--- src/rtl/serial_adder_pkg.sv ---
// Shared constants and FSM state encoding for the bit-serial adder.
package serial_adder_pkg;

    localparam int unsigned DEFAULT_WIDTH = 8;

    typedef enum logic [1:0] {
        IDLE  = 2'd0,
        SHIFT = 2'd1,
        DONE  = 2'd2
    } state_t;

    // Bit counter width: ceil(log2(w)), never less than one bit.
    function automatic int unsigned cnt_width(input int unsigned w);
        return (w < 2) ? 1 : $clog2(w);
    endfunction

endpackage

--- src/rtl/full_adder.sv ---
// Single-bit full adder used for all serial bit arithmetic.
module full_adder (
    input  logic a,
    input  logic b,
    input  logic cin,
    output logic sum,
    output logic carry
);

    assign sum   = a ^ b ^ cin;
    assign carry = (a & b) | (cin & (a ^ b));

endmodule

--- src/rtl/serial_adder_ctrl.sv ---
// Bit-serial add/subtract controller: one result bit per clock, LSB first,
// through a single full adder. Subtract is a + ~b + 1.
module serial_adder_ctrl
    import serial_adder_pkg::*;
#(
    parameter int unsigned WIDTH = DEFAULT_WIDTH
) (
    input  logic             clk,
    input  logic             rst,
    input  logic             start,
    input  logic             op_sub,
    input  logic [WIDTH-1:0] a,
    input  logic [WIDTH-1:0] b,
    input  logic             cin,
    output logic             busy,
    output logic             done,
    output logic [WIDTH-1:0] sum,
    output logic             cout
);

    localparam int unsigned CW = cnt_width(WIDTH);
    localparam logic [CW-1:0] CNT_LAST = CW'(WIDTH - 1);

    state_t           state;
    state_t           state_nxt;
    logic [CW-1:0]    cnt;
    logic [WIDTH-1:0] opa;
    logic [WIDTH-1:0] opb;
    logic             carry;
    logic [WIDTH-1:0] sum_r;
    logic             cout_r;
    logic             fa_sum;
    logic             fa_carry;
    logic             cnt_at_last;

    assign cnt_at_last = (cnt == CNT_LAST);
    assign sum         = sum_r;
    assign cout        = cout_r;

    full_adder u_fa (
        .a     (opa[0]),
        .b     (opb[0]),
        .cin   (carry),
        .sum   (fa_sum),
        .carry (fa_carry)
    );

    // State register.
    always_ff @(posedge clk or posedge rst) begin
        if (rst) begin
            state <= IDLE;
        end else begin
            state <= state_nxt;
        end
    end

    // Next-state decode and status outputs.
    always_comb begin
        state_nxt = state;
        busy      = 1'b0;
        done      = 1'b0;
        unique case (state)
            IDLE: begin
                if (start) begin
                    state_nxt = SHIFT;
                end
            end
            SHIFT: begin
                busy = 1'b1;
                if (cnt_at_last) begin
                    state_nxt = DONE;
                end
            end
            DONE: begin
                done      = 1'b1;
                state_nxt = IDLE;
            end
            default: begin
                state_nxt = IDLE;
            end
        endcase
    end

    // Operand capture, serial shift datapath, bit counter and result registers.
    always_ff @(posedge clk or posedge rst) begin
        if (rst) begin
            cnt    <= '0;
            opa    <= '0;
            opb    <= '0;
            carry  <= 1'b0;
            sum_r  <= '0;
            cout_r <= 1'b0;
        end else begin
            unique case (state)
                IDLE: begin
                    if (start) begin
                        opa   <= a;
                        opb   <= op_sub ? ~b : b;
                        carry <= op_sub ? 1'b1 : cin;
                        sum_r <= '0;
                        cnt   <= '0;
                    end
                end
                SHIFT: begin
                    sum_r <= {fa_sum, sum_r[WIDTH-1:1]};
                    opa   <= opa >> 1;
                    opb   <= opb >> 1;
                    carry <= fa_carry;
                    if (cnt_at_last) begin
                        cout_r <= fa_carry;
                    end else begin
                        cnt <= cnt + CW'(1);
                    end
                end
                default: begin
                end
            endcase
        end
    end

endmodule

--- config.mk ---
export PLATFORM = sky130hd
export DESIGN_NAME = serial_adder_ctrl
export DESIGN_NICKNAME = d
export VERILOG_FILES = /design/src/rtl/serial_adder_pkg.sv /design/src/rtl/full_adder.sv /design/src/rtl/serial_adder_ctrl.sv
export SDC_FILE = /design/constraint.sdc
export NUM_CORES = 1
export LEC_CHECK = 0
export ABC_CLOCK_PERIOD_IN_PS = 3250
export BUFFER_PORTS_ARGS = -buffer_cell sky130_fd_sc_hd__clkbuf_2
export CAP_MARGIN = 25
export CORE_MARGIN = 5
export CORE_UTILIZATION = 45
export DETAILED_ROUTE_END_ITERATION = 8
export PLACE_DENSITY = 0.79
export SLEW_MARGIN = 5
export SYNTH_ARGS = -nofsm -noshare
export SYNTH_HDL_FRONTEND = slang
export SYNTH_SLANG_ARGS = --single-unit
--- constraint.sdc ---
create_clock -name clk -period 3.25 [get_ports clk]
set_clock_uncertainty 0.1 [all_clocks]
set_input_delay 0.325 -clock clk [delete_from_list [all_inputs] [get_ports clk]]
set_output_delay 0.325 -clock clk [all_outputs]
set_load 0.02 [all_outputs]
==> metrics.txt <==
# TYPE chip_impl_metric gauge
chip_impl_metric{name="power.density",unit="nW/um2"} 854
chip_impl_info{name="tritoncts",value="built"} 1
chip_impl_metric{name="die_height",unit="um"} 69.0
chip_impl_metric{name="io_buffers",unit=""} 31
chip_impl_metric{name="placed_cells_incl_taps",unit=""} 214
chip_impl_metric{name="die_w",unit="um"} 69.0
chip_impl_metric{name="avgViaCountPerCell",unit=""} 5.48
chip_impl_metric{name="drv.max_cap_violation_count",unit=""} 0
chip_impl_metric{name="cts.sinks",unit=""} 31
chip_impl_metric{name="ff2ff_path_depth",unit=""} 3
chip_impl_metric{name="yosysUniqueCellTypes",unit=""} 26
chip_impl_metric{name="critical_path_arrival",unit="ps"} 1640
chip_impl_info{name="clock_tree.root_cell",value="sky130_fd_sc_hd__clkbuf_4"} 1
chip_impl_info{name="cp_cell_sequence",value="nor2b_1 > clkbuf_2"} 1
chip_impl_metric{name="filler_free_cell_count_of_the_finished_design",unit=""} 223
chip_impl_metric{name="r2r_slack",unit="ps"} 1380
chip_impl_metric{name="synthesized_net_count",unit=""} 173
chip_impl_metric{name="area_growth_syn_to_layout",unit="%"} 17.4
chip_impl_metric{name="globalRouteOverflowTotal",unit=""} 0
chip_impl_metric{name="hpwl",unit="mm"} 2.34
chip_impl_info{name="outcome",value="finished, final reports clean"} 1
chip_impl_metric{name="drt_iter0_drc",unit=""} 29
chip_impl_info{name="worst_setup_path_endpoint",value="busy"} 1
chip_impl_info{name="timing.setup.critical_path_class",value="reg2out"} 1
chip_impl_metric{name="tritoncts.num_buffers",unit=""} 5
chip_impl_metric{name="grt.total_usage",unit=""} 0.151
chip_impl_metric{name="finish.utilization",unit=""} 0.547
chip_impl_metric{name="cts_setup_buffers",unit=""} 0
chip_impl_metric{name="placed_cell_areas",unit="um2"} 1740
chip_impl_metric{name="setup_tns_final",unit="ps"} 0
chip_impl_metric{name="htree_num_levels",unit=""} 2
chip_impl_metric{name="grt_pass1_vias",unit=""} 1207
chip_impl_metric{name="critPathMaxFanout",unit=""} 26
chip_impl_metric{name="post_cts_resize_count",unit=""} 0
chip_impl_metric{name="antenna_cells_inserted",unit=""} 0
chip_impl_metric{name="wirelength",unit="mm"} 3.41
chip_impl_info{name="most-common-layout-cells",value="sky130_fd_sc_hd__dfrtp_1 (31), sky130_fd_sc_hd__clkbuf_2 (31), sky130_fd_sc_hd__inv_1 (13)"} 1
chip_impl_metric{name="globalplace.congestion",unit=""} 0.795
chip_impl_metric{name="finish.net_count",unit=""} 200
chip_impl_metric{name="p_leak",unit="nW"} 0.867
chip_impl_metric{name="drc",unit=""} 0
chip_impl_metric{name="finalMaxSlewViolations",unit=""} 0
chip_impl_info{name="timing.rr.end",value="opa[0]"} 1
chip_impl_metric{name="synth.yosys.warnings",unit=""} 0
chip_impl_metric{name="placementRows",unit=""} 21
chip_impl_metric{name="layout_worst_path_cycle_share",unit=""} 0.636
chip_impl_metric{name="grt_first_pass_wirelength",unit="mm"} 5.73
chip_impl_metric{name="dr_total_vias",unit=""} 1222
chip_impl_info{name="worst_hold_path_type",value="in2reg"} 1
chip_impl_info{name="grt_setup_unrepaired",value="false"} 1
chip_impl_metric{name="hold_viol_final",unit=""} 0
chip_impl_metric{name="worst-slew-pin-transition",unit="ps"} 801
chip_impl_metric{name="number_of_iterations_in_the_first_detailed_routing_pass",unit=""} 4
chip_impl_metric{name="slew-limit-headroom",unit=""} 0.465
chip_impl_metric{name="final_design_area_no_fill",unit="um2"} 1840
chip_impl_info{name="worst_path_max_delay_cell",value="sky130_fd_sc_hd__dfrtp_1"} 1
chip_impl_metric{name="num_io_pins",unit=""} 32
chip_impl_info{name="end_kind",value="output port"} 1
chip_impl_metric{name="postSynthRegisterBits",unit=""} 31
chip_impl_metric{name="synth-seq-area-share",unit=""} 0.495
chip_impl_metric{name="critPathRequiredTime",unit="ps"} 2820
chip_impl_metric{name="slowest_delay",unit="ps"} 830
chip_impl_metric{name="timing.final.setup_violations",unit=""} 0
chip_impl_metric{name="layout-drive-gt1-share",unit=""} 0.237
chip_impl_metric{name="synth.cell_area",unit="um2"} 1570
chip_impl_metric{name="antenna_left",unit=""} 0
chip_impl_metric{name="initial_util",unit=""} 0.466
chip_impl_info{name="setup.worst_path.start_class",value="flip-flop"} 1
chip_impl_metric{name="wire_per_inst",unit="um"} 15.3
chip_impl_metric{name="die_area",unit="um2"} 4760
chip_impl_metric{name="number_of_instances_in_the_synthesized_netlist",unit=""} 149
chip_impl_metric{name="timing.final.crit_period",unit="ps"} 2070
chip_impl_metric{name="max-clock-path-buffers",unit=""} 2
chip_impl_metric{name="ir_worst_vdd",unit="V"} 0.000388
chip_impl_metric{name="grt_antenna_before_repair",unit=""} 0
chip_impl_metric{name="insertion_delay",unit="ps"} 340
chip_impl_metric{name="synthesis.area_per_instance",unit="um2"} 10.5
chip_impl_metric{name="coreArea",unit="um2"} 3360
chip_impl_metric{name="clkSlewWorstSetupHoldPaths",unit="ps"} 100
chip_impl_info{name="reg_to_reg_startpoint",value="state[1]"} 1
chip_impl_metric{name="maxClockFrequency",unit="MHz"} 483
chip_impl_info{name="worst_setup_path_startpoint",value="state[0]"} 1
chip_impl_metric{name="largest_net_degree_at_the_start_of_global_routing",unit=""} 27
chip_impl_metric{name="holdBufCountCts",unit=""} 1
[sequential cells by signal, indices dropped and copies added (netlist names)]
signal,count
carry,1
state,2
cnt,3
cout,1
sum,8
opb,8
opa,8
[cell type report]
class | instances | area [um2]
inverter | 13 | 48.8
tap | 46 | 57.6
clock inverter | 2 | 35.0
multi-input combinational | 91 | 672
fill | 325 | 1520
timing repair buffer | 34 | 200
clock buffer | 6 | 51.3
sequential | 31 | 776
[worst max-delay path: cells and delay by family (launching register included)]
kind / cells / cell delay, ps
buf+inv: 1 / 210
simple gates: 1 / 260
flops: 1 / 830
[per-layer routing]
| metal | track usage | vias up | routed length [um] |
|---|---|---|---|
| met2 | 0.253 | 31 | 1720 |
| met4 | 0.0586 | 0 | 59 |
| met3 | 0.0567 | 10 | 148 |
| met1 | 0.175 | 590 | 1480 |
| li1 | - | 591 | - |
| met5 | 0 | - | 0 |
[through the flow]
| step | setup slack (ps) | hold WS [ps] | power (mW) |
|---|---|---|---|
| after floorplan | 1780 | 329 | 1.10 |
| after global placement | 1500 | 381 | 1.21 |
| after detailed placement | 1440 | 212 | 1.25 |
| after CTS | 1180 | 174 | 1.58 |
| after global routing | 1080 | 174 | 1.68 |
| final | 1180 | 176 | 1.57 |
[worst min path at each step]
stage	from	to	slack [ps]	depth (start not counted)
after floorplan	rst	carry	330	1
after global placement	cout	cout	380	2
after detailed placement	rst	opa[0]	210	2
after CTS	a[2]	opa[2]	170	3
after global routing	a[1]	opa[1]	170	3
final	a[2]	opa[2]	180	3
[where the power goes]
part           switching (mW)  leakage [nW]  internal [mW]
Combinational           0.304         0.416          0.277
Clock                   0.141        0.0482          0.182
Sequential              0.142         0.403          0.527
Total                   0.587         0.867          0.985
[synth_stat cells]
cell type                   number  area, um2
sky130_fd_sc_hd__inv_1          13       48.8
sky130_fd_sc_hd__a21oi_1         9       45.0
sky130_fd_sc_hd__nor2_1          4       15.0
sky130_fd_sc_hd__xnor2_1         7       61.3
sky130_fd_sc_hd__mux2i_1         1       10.0
sky130_fd_sc_hd__buf_2           9       45.0
sky130_fd_sc_hd__o21bai_1        1       7.51
sky130_fd_sc_hd__a221o_1         7       70.1
sky130_fd_sc_hd__mux2_2          1       11.3
sky130_fd_sc_hd__a22o_1         12        105
sky130_fd_sc_hd__or3b_1          1       8.76
sky130_fd_sc_hd__nand2_1         4       15.0
sky130_fd_sc_hd__o21a_1          1       7.51
sky130_fd_sc_hd__fa_1            1       20.0
sky130_fd_sc_hd__clkbuf_1        4       15.0
sky130_fd_sc_hd__ha_1            2       25.0
sky130_fd_sc_hd__dfrtp_1        31        776
sky130_fd_sc_hd__buf_6           1       11.3
sky130_fd_sc_hd__o32ai_1         7       61.3
sky130_fd_sc_hd__a2bb2oi_1       1       8.76
sky130_fd_sc_hd__a22oi_1         8       60.1
sky130_fd_sc_hd__o21ai_0        10       50.1
sky130_fd_sc_hd__nor2b_1        11       68.8
sky130_fd_sc_hd__xor2_1          1       8.76
sky130_fd_sc_hd__nand3b_1        1       7.51
sky130_fd_sc_hd__o21ai_1         1       5.00
[kinds of logic after synthesis]
logic type      count (synthesis)  synth area share
compound gates                 57             0.268
xor+xnor                        8            0.0447
fa+ha+maj                       3            0.0287
buf+inv                        27            0.0766
flops                          31             0.495
mux                             2            0.0136
simple gates                   21            0.0734
Power figures use the tool's default switching activity.
